--- src/rtl/wb_port_arbiter.sv ---
// wb_port_arbiter
//   Drives the register file's write port in the write-back stage. Single-cycle
//   execute results and variable-latency load responses are merged into one
//   registered write stream (reg_wr/waddr/wdata). The register file applies
//   that write on the falling edge of the same cycle.
//   A 32-entry scoreboard tracks destinations that have a load in flight and
//   stalls decode on them. A starvation counter makes sure buffered load
//   responses are never locked out by back-to-back execute results.
//
// Ports
//   clk, rst_n                 rising-edge clock, async active-low reset
//   ex_valid/ex_ready          execute result handshake (ready is state-only)
//   ex_rd, ex_data             execute destination / result
//   ld_issue, ld_issue_rd      load issued this cycle and its destination
//   ld_resp_valid/ready        load response handshake (ready = buffer not full)
//   ld_resp_rd, ld_resp_data   load response destination / data
//   dec_rs1, dec_rs2, dec_rd   decode-stage register operands
//   hazard_stall               decode must stall (combinational)
//   reg_wr, waddr, wdata       registered register-file write port
module wb_port_arbiter #(
  parameter int DATA_W     = 32,
  parameter int FIFO_DEPTH = 2,   // power of two, >= 2
  parameter int STARVE_MAX = 4    // >= 1
) (
  input  logic              clk,
  input  logic              rst_n,
  input  logic              ex_valid,
  output logic              ex_ready,
  input  logic [4:0]        ex_rd,
  input  logic [DATA_W-1:0] ex_data,
  input  logic              ld_issue,
  input  logic [4:0]        ld_issue_rd,
  input  logic              ld_resp_valid,
  output logic              ld_resp_ready,
  input  logic [4:0]        ld_resp_rd,
  input  logic [DATA_W-1:0] ld_resp_data,
  input  logic [4:0]        dec_rs1,
  input  logic [4:0]        dec_rs2,
  input  logic [4:0]        dec_rd,
  output logic              hazard_stall,
  output logic              reg_wr,
  output logic [4:0]        waddr,
  output logic [DATA_W-1:0] wdata
);

  localparam int PTR_W = (FIFO_DEPTH > 1) ? $clog2(FIFO_DEPTH) : 1;
  localparam int CNT_W = (STARVE_MAX > 0) ? $clog2(STARVE_MAX + 1) : 1;

  localparam logic [PTR_W:0]   FIFO_FULL_CNT = (PTR_W+1)'(FIFO_DEPTH);
  localparam logic [CNT_W-1:0] STARVE_LIM    = CNT_W'(STARVE_MAX);

  typedef struct packed {
    logic [4:0]        rd;
    logic [DATA_W-1:0] data;
  } wb_entry_t;

  // ---------------------------------------------------------------------------
  // Load-response buffer
  // ---------------------------------------------------------------------------
  wb_entry_t        fifo_mem [FIFO_DEPTH];
  logic [PTR_W-1:0] wr_ptr, rd_ptr;
  logic [PTR_W:0]   fifo_cnt;
  logic             fifo_empty, fifo_full;
  logic             push, pop;
  wb_entry_t        head;

  assign fifo_empty    = (fifo_cnt == '0);
  assign fifo_full     = (fifo_cnt == FIFO_FULL_CNT);
  // Taken from the pre-pop occupancy, so a full buffer never sees push+pop.
  assign ld_resp_ready = !fifo_full;
  assign push          = ld_resp_valid & ld_resp_ready;
  assign head          = fifo_mem[rd_ptr];

  // Storage needs no reset: occupancy is tracked by the pointers and count.
  always_ff @(posedge clk) begin
    if (push) fifo_mem[wr_ptr] <= '{rd: ld_resp_rd, data: ld_resp_data};
  end

  // Pointers wrap naturally because the depth is a power of two.
  always_ff @(posedge clk or negedge rst_n) begin
    if (!rst_n) begin
      wr_ptr   <= '0;
      rd_ptr   <= '0;
      fifo_cnt <= '0;
    end else begin
      if (push) wr_ptr <= wr_ptr + PTR_W'(1);
      if (pop)  rd_ptr <= rd_ptr + PTR_W'(1);
      case ({push, pop})
        2'b10:   fifo_cnt <= fifo_cnt + (PTR_W+1)'(1);
        2'b01:   fifo_cnt <= fifo_cnt - (PTR_W+1)'(1);
        default: fifo_cnt <= fifo_cnt;
      endcase
    end
  end

  // ---------------------------------------------------------------------------
  // Arbitration and starvation guard
  // ---------------------------------------------------------------------------
  logic [CNT_W-1:0] starve_cnt, starve_nxt;
  logic             sel_ex;

  // Execute is held off for one cycle once the buffer head has lost
  // STARVE_MAX arbitrations in a row; that cycle the head is guaranteed to pop.
  assign ex_ready = (starve_cnt != STARVE_LIM);
  assign sel_ex   = ex_valid & ex_ready;
  assign pop      = !sel_ex & !fifo_empty;

  always_comb begin
    starve_nxt = starve_cnt;
    if (fifo_empty)  starve_nxt = '0;
    else if (sel_ex) starve_nxt = starve_cnt + CNT_W'(1);  // cannot pass the limit: sel_ex implies below it
    else             starve_nxt = '0;                      // head popped
  end

  always_ff @(posedge clk or negedge rst_n) begin
    if (!rst_n) starve_cnt <= '0;
    else        starve_cnt <= starve_nxt;
  end

  // ---------------------------------------------------------------------------
  // Scoreboard of destinations with a load in flight
  // ---------------------------------------------------------------------------
  logic [31:0] pending, pending_nxt;

  always_comb begin
    pending_nxt = pending;
    if (pop) pending_nxt[head.rd] = 1'b0;
    // Issue applied after the clear so a same-edge set on the same index wins.
    if (ld_issue && (ld_issue_rd != 5'd0)) pending_nxt[ld_issue_rd] = 1'b1;
    pending_nxt[0] = 1'b0;
  end

  always_ff @(posedge clk or negedge rst_n) begin
    if (!rst_n) pending <= '0;
    else        pending <= pending_nxt;
  end

  // x0 is hard-wired, so it never blocks decode.
  assign hazard_stall = ((dec_rs1 != 5'd0) && pending[dec_rs1]) |
                        ((dec_rs2 != 5'd0) && pending[dec_rs2]) |
                        ((dec_rd  != 5'd0) && pending[dec_rd]);

  // ---------------------------------------------------------------------------
  // Registered write port
  // ---------------------------------------------------------------------------
  wb_entry_t sel_entry;

  always_comb begin
    sel_entry = head;
    if (sel_ex) sel_entry = '{rd: ex_rd, data: ex_data};
  end

  // An x0 selection is consumed and still moves waddr/wdata, but never writes.
  always_ff @(posedge clk or negedge rst_n) begin
    if (!rst_n) begin
      reg_wr <= 1'b0;
      waddr  <= '0;
      wdata  <= '0;
    end else if (sel_ex || pop) begin
      reg_wr <= (sel_entry.rd != 5'd0);
      waddr  <= sel_entry.rd;
      wdata  <= sel_entry.data;
    end else begin
      reg_wr <= 1'b0;
    end
  end

endmodule

--- config.mk ---
export PLATFORM = sky130hd
export DESIGN_NAME = wb_port_arbiter
export DESIGN_NICKNAME = d
export VERILOG_FILES = /design/src/rtl/wb_port_arbiter.sv
export SDC_FILE = /design/constraint.sdc
export NUM_CORES = 1
export LEC_CHECK = 0
export CAP_MARGIN = 5
export CORE_MARGIN = 2
export CORE_UTILIZATION = 46
export DETAILED_ROUTE_END_ITERATION = 10
export PLACE_DENSITY = 0.81
export SYNTH_ARGS = -nofsm -noshare
export SYNTH_HDL_FRONTEND = slang
export SYNTH_SLANG_ARGS = --single-unit
--- constraint.sdc ---
create_clock -name clk -period 2.6 [get_ports clk]
set_input_delay 0.65 -clock clk [delete_from_list [all_inputs] [get_ports clk]]
set_output_delay 0.65 -clock clk [all_outputs]
set_load 0.02 [all_outputs]
# Yosys cells after proc, flatten, opt, wreduce, memory -nomap -nowiden
# Memories as Yosys holds them, arrays and structs flattened.
# Index checks and enable logic that the tools add are counted.
[word_totals]
mem_bits_rw = 74
in_bits = 99
wordCells = 69
out_inout_bits = 41
n_memories = 1
ff_bits = 76
[mem_list]
columns = ["memory", "words", "word_bits", "rd", "rd_ports_with_merged_regs", "write_ports", "line", "rtl"]
rows = [
  ["fifo_mem", 2, 37, 1, 0, 1, "60", "wb_entry_t fifo_mem [FIFO_DEPTH];"],
]
[op_classes]
magnitude_cmp = 7
bitwise = 8
n_mux = 19
n_eq_ne = 4
reduce_logical = 17
add_sub_neg = 5
[ops]
columns = ["cell", "count"]
rows = [
  ["two-way mux 32 bit", 2],
  ["two-way mux 37 bit", 1],
  ["bitwise AND 32 bit", 1],
  ["inverter 32 bit", 1],
  ["bitwise OR 32 bit", 1],
  ["less-than comparator 5 x 6 -> 1 bit, second input constant", 5],
  ["nonzero test 5 bit", 5],
  ["binary-select mux 1 bit (select 5 bit)", 3],
  ["demux 1 bit (select 5 bit)", 2],
  [">= comparator 5 x 1 -> 1 bit, second input constant", 2],
  ["two-way mux 1 bit", 8],
  ["logical AND 1 bit", 6],
  ["two-way mux 3 bit", 2],
  ["equality test 2 bit, second input constant", 2],
  ["case mux 2 bit (2 select lines)", 1],
  ["adder 3 x 1 -> 3 bit, second input constant", 1],
  ["bitwise AND 1 bit", 3],
  ["logical NOT 1 bit", 3],
  ["inequality test 3 bit, second input constant", 1],
  ["adder 1 bit, second input constant", 2],
  ["adder 2 x 1 -> 2 bit, second input constant", 1],
  ["equality test 2 x 1 -> 1 bit, second input constant", 1],
  ["logical NOT 2 bit", 1],
  ["bitwise OR 1 bit", 2],
  ["3 further kinds", 3],
]

# Logic depth before layout (Yosys ltp)
# An unclocked memory read counts as a cell.
[logic_depth]
word_depth = 10
mapped_depth = 8
ltp_nobuf = 8

# Least setup slack after synthesis
# Ideal clock, no wire load.
[synth_path]
path_kind = "flip-flop to flip-flop"
from = "reg fifo_cnt[0]"
to = "mem fifo_mem[0][0] in the netlist's numbering, enable pin"
t_required_ns = 2.169
arrival_time_ns = 2.386
path_slack_ns = -0.218
stages_incl_launch_ff = 4
path_buffers = 0
setup_time_ns = 0.431
period_less_slack_ns = 2.818
cell_sequence = "dfrtp_1 nand2b_1 nand2_1 nor2_1"
[synth_via]
elab_chain_len = 5
[synth_rtl]
columns = ["item", "line", "rtl"]
rows = [
  ["from (decl)", "62", "logic [PTR_W:0] fifo_cnt;"],
  ["from (signal assigned)", "89", "2'b10: fifo_cnt <= fifo_cnt + (PTR_W+1)'(1);"],
  ["from (signal assigned)", "90", "2'b01: fifo_cnt <= fifo_cnt - (PTR_W+1)'(1);"],
  ["from (signal assigned)", "91", "default: fifo_cnt <= fifo_cnt;"],
  ["equality test 2 bit", "68", "assign fifo_full = (fifo_cnt == FIFO_FULL_CNT);"],
  ["logical NOT 1 bit", "70", "assign ld_resp_ready = !fifo_full;"],
  ["named net ld_resp_ready", "34", "output logic ld_resp_ready,"],
  ["bitwise AND 1 bit", "71", "assign push = ld_resp_valid & ld_resp_ready;"],
  ["two-way mux 1 bit", "76", "if (push) fifo_mem[wr_ptr] <= '{rd: ld_resp_rd, data: ld_resp_data};"],
  ["two-way mux 1 bit (not written as such)", "76", ""],
  ["to (decl)", "60", ""],
]
# The timed path passes the listed nets, and every way through them passes these cells.

# Worst setup path in the final report
[layout_path]
from = "reg pending[30]"
to = "out hazard_stall"
[layout_via]
elab_chain_len = 5
word_cells_on_any_way = 11
cone_classes = "mux (6); bitwise (2); reduce/logical (3)"
[layout_rtl]
columns = ["item", "line", "rtl"]
rows = [
  ["from (decl)", "123", "logic [31:0] pending, pending_nxt;"],
  ["from (signal assigned)", "135", "else pending <= pending_nxt;"],
  ["binary-select mux 1 bit (select 5 bit) (on tied branches)", "139, 140", ""],
  ["two-way mux 1 bit (on tied branches)", "139, 140", ""],
  ["logical AND 1 bit (on tied branches)", "139, 140", ""],
  ["bitwise OR 1 bit", "139", "assign hazard_stall = ((dec_rs1 != 5'd0) && pending[dec_rs1]) |"],
  ["bitwise OR 1 bit *", "140", "((dec_rs2 != 5'd0) && pending[dec_rs2]) |"],
  ["to (decl)", "40", "output logic hazard_stall,"],
]
# Every way passes the cells marked *; elsewhere a longest branch is shown, timed or not. The select of a mux whose other input is x is not followed.

==> qor.json <==
{
  "setup_path": {
    "timing.critical_path.slowest_cell_delay_ns": 0.50,
    "cp_data_arrival_time_ns": 2.20,
    "regToRegEndpoint": "pending[21]",
    "worstSetupStartpointType": "register",
    "critical_path.endpoint": "hazard_stall",
    "path_depth": 5,
    "path_max_fanout": 3,
    "register_to_register_path_setup_slack_ns": 0.51,
    "timing.critical_path.cells": "mux4_2, mux4_2, a21oi_2, nand4_1, buf_4",
    "path_delay_family": "multiplexers",
    "cp.buffers_inverters": 1,
    "timing.critical_path.to_type": "primary output",
    "cp_slowest_cell": "sky130_fd_sc_hd__mux4_2",
    "crit-reg2reg-launch": "rd_ptr",
    "critical-path-top-cell-by-count": "sky130_fd_sc_hd__mux4_2",
    "critical_path_class": "reg -> out",
    "reg2regPathDepth": 4,
    "startpoint": "pending[30]",
    "required_ns": 1.95
  },
  "yosys": {
    "postSynthCellCount": 557,
    "synth-compound-area-share_pct": 11.6,
    "post_synthesis_simple_gate_area_fraction_pct": 9.13,
    "asyncSetResetFlopFracSynth_pct": 50.7,
    "synth.top_cells.by_area": "sky130_fd_sc_hd__edfxtp_1 (33%), sky130_fd_sc_hd__dfrtp_1 (28%), sky130_fd_sc_hd__o21ai_0 (7.4%)",
    "ys_dominant_reg_cell": "sky130_fd_sc_hd__dfrtp_1",
    "syn-mean-instance-area_um2": 12.1,
    "synth_top_family_by_area": "multiplexers",
    "area_share_of_xor_xnor_cells_in_the_synthesized_design_pct": 0.778,
    "yosysSeqAreaShare_pct": 61.0,
    "yosysUniqueCellTypes": 38,
    "postSynthRegisterBits": 150,
    "syn_area_um2": 6760,
    "muxShareOfSynthArea_pct": 14.7,
    "synth.net_count": 659,
    "yosysWarningCount": 0,
    "post_synth_top_area_cell": "sky130_fd_sc_hd__edfxtp_1",
    "post_synth_edffs": 74,
    "yosysTopAreaCellShare_pct": 32.9,
    "yosys.area_share.adder_pct": 0.556
  },
  "placed_design": {
    "placement.cell_area_um2": 8670,
    "numPortBuffers": 139,
    "hpwlAfterDp_mm": 12.3,
    "dp_cells": 899,
    "place_congestion": 0.892
  },
  "clocking": {
    "clock_tree_from_tritoncts": "done",
    "ctsRootBufferMaster": "sky130_fd_sc_hd__clkbuf_16",
    "clock-sinks": 150,
    "tritoncts.num_buffers": 17,
    "cts.htree.levels": 4,
    "insertion_delay_ns": 0.41,
    "clockBufferDepth": 2,
    "clk_pin_slew_worst_paths_ns": 0.06
  },
  "cells_and_area": {
    "layout.cell_area.non_filler_um2": 9290,
    "post_route_cells_drive_above_1_share_pct": 16.2,
    "area_growth_syn_to_layout_pct": 37.5,
    "num-nets-final": 838,
    "ff_latch_area_um2": 4130,
    "fillCellCount": 1068,
    "final_util_pct": 64.4,
    "antennaDiodeCount": 0,
    "multi_input_comb_area_um2": 2510,
    "layout.cells.most_common_list": "sky130_fd_sc_hd__clkdlybuf4s50_1 (127), sky130_fd_sc_hd__o21ai_0 (100), sky130_fd_sc_hd__dfrtp_1 (75)",
    "final-instance-count-excl-fill": 933,
    "layout.cells.most_common": "sky130_fd_sc_hd__clkdlybuf4s50_1"
  },
  "global_routing": {
    "grt_overflow_total": 0,
    "vias_in_the_first_global_route": 5512,
    "grt_start_max_net_pins": 66,
    "grt_first_pass_wirelength_mm": 27.9,
    "grt_antenna_before_repair": 0,
    "grt_usage_pct": 22.5
  },
  "min_path": {
    "hp-class": "in -> async"
  },
  "detailed_routing": {
    "first_pass_iters": 5,
    "num_vias": 5188,
    "drt-initial-drc-count": 417,
    "routed_wire_length_per_instance_um": 18.5,
    "route.antenna.remaining_nets": 0,
    "detail_route.wirelength_mm": 17.2,
    "drt-vias-per-instance": 5.56,
    "drc": 0
  },
  "timing": {
    "grt_setup_unrepaired": "true",
    "finalSetupTns_ns": -0.254,
    "achievable-frequency_mhz": 350,
    "period_needed_ns": 2.85,
    "slew-limit-headroom_pct": 56.9,
    "setup_skew_ns": 0.0107,
    "whs_ns": 0.211,
    "hold_violations": 0,
    "post-route-worst-setup-slack_ns": -0.254,
    "layout_worst_path_cycle_share_pct": 110,
    "worst_slew_pin_slew_ns": 0.647,
    "number_of_setup_violations_in_the_final_report": 1,
    "timing_max_transition_violations_final": 0
  },
  "status": {
    "failing_checks": "setup timing",
    "outcome": "finished with violations"
  },
  "power_and_ir_drop": {
    "ir_worst_vdd_mv": 0.731,
    "power.leakage_nw": 3.68,
    "power-per-cell-area_nw_per_um2": 1080
  },
  "die": {
    "dieHeight_um": 125,
    "design.core.area_um2": 14400,
    "placementRows": 44,
    "initial_utilization_pct": 46.8,
    "fp.dieArea_um2": 15700,
    "io_pins": 140,
    "die_x_um": 125
  },
  "run": {
    "cap_viol_max_count": 0
  }
}
==> where the power goes <==
part	switching (mW)	leakage [nW]	internal (mW)
clock network	0.954	0.290	1.51
registers	0.490	1.60	3.31
logic	1.99	1.79	1.78
==> kinds of logic (layout without fill, tap and decap cells) <==
| family | count (synthesis) | count (layout) |
|---|---|---|
| xor+xnor | 6 | 6 |
| flops | 150 | 150 |
| buf+inv | 34 | 226 |
| compound gates | 151 | 151 |
| mux | 72 | 72 |
| simple gates | 141 | 141 |
| fa+ha+maj | 3 | 3 |
==> through the flow <==
stage                     power (mW)  setup slack, ns
after CTS                       10.1           -0.278
final                           10.0           -0.254
after global routing            10.6           -0.331
after floorplan                 5.84          -0.0958
after detailed placement        7.54            -1.17
after global placement          7.42            -1.12
==> worst reg2reg max path, cell delays in order (launching register included) <==
cell and delay [ns]:
sky130_fd_sc_hd__dfrtp_2 0.60, sky130_fd_sc_hd__mux2i_1 0.50, sky130_fd_sc_hd__nand3_1 0.41, sky130_fd_sc_hd__o21ai_0 0.29, sky130_fd_sc_hd__o21ai_0 0.14
==> worst min-delay path by stage <==
stage	from	endpoint	slack [ns]	cells past startpoint
floorplan	rst_n	fifo_cnt[0]	0.35	0
global placement	starve_cnt[0]	starve_cnt[0]	0.45	1
detailed placement	starve_cnt[0]	starve_cnt[0]	0.49	1
CTS	rst_n	wdata[11]	0.23	1
global route	rst_n	wdata[11]	0.25	1
finish	rst_n	wdata[11]	0.21	1
==> state kept, by name, summed over array words and instances (netlist names) <==
| signal | cells |
|---|---|
| fifo_cnt | 2 |
| wdata | 32 |
| wr_ptr | 1 |
| starve_cnt | 3 |
| reg_wr | 1 |
| rd_ptr | 1 |
| waddr | 5 |
| fifo_mem | 74 |
| pending | 31 |
==> Yosys cell counts (all sizes together) (6+ instances only) <==
cell type,number
o21ai,100
dfrtp,76
edfxtp,74
nand2,58
mux2i,47
nor2,43
a21oi,41
clkbuf,20
mux4,19
nand3,12
buf,10
nor2b,8
mux2,6
==> area by class of cell <==
type / count / share of cell area [%]
flip-flops and latches: 150 / 44.4
clock inverters: 15 / 1.90
inverters: 4 / 0.162
repair buffers: 190 / 19.5
multi-input cells: 373 / 27.0
clock buffers: 17 / 4.58
well taps: 184 / 2.48
==> per-layer routing <==
| metal | track usage (%) | vias to the layer above | wire length [um] |
|---|---|---|---|
| met2 | 36.7 | 235 | 8600 |
| li1 | - | 2419 | - |
| met1 | 27.7 | 2501 | 6870 |
| met3 | 6.42 | 33 | 1310 |
| met5 | 0 | - | 0 |
| met4 | 10.8 | 0 | 437 |
==> repair_timing <==
item                       in CTS  in global routing
hold endpoints to repair        0                  0
pin swaps                       3                  4
setup buffers                   2                  0
gates resized for setup        34                  2
setup endpoints to repair       1                  1
hold buffers                    0                  0
Note: power is estimated with default switching activity, not from simulation.
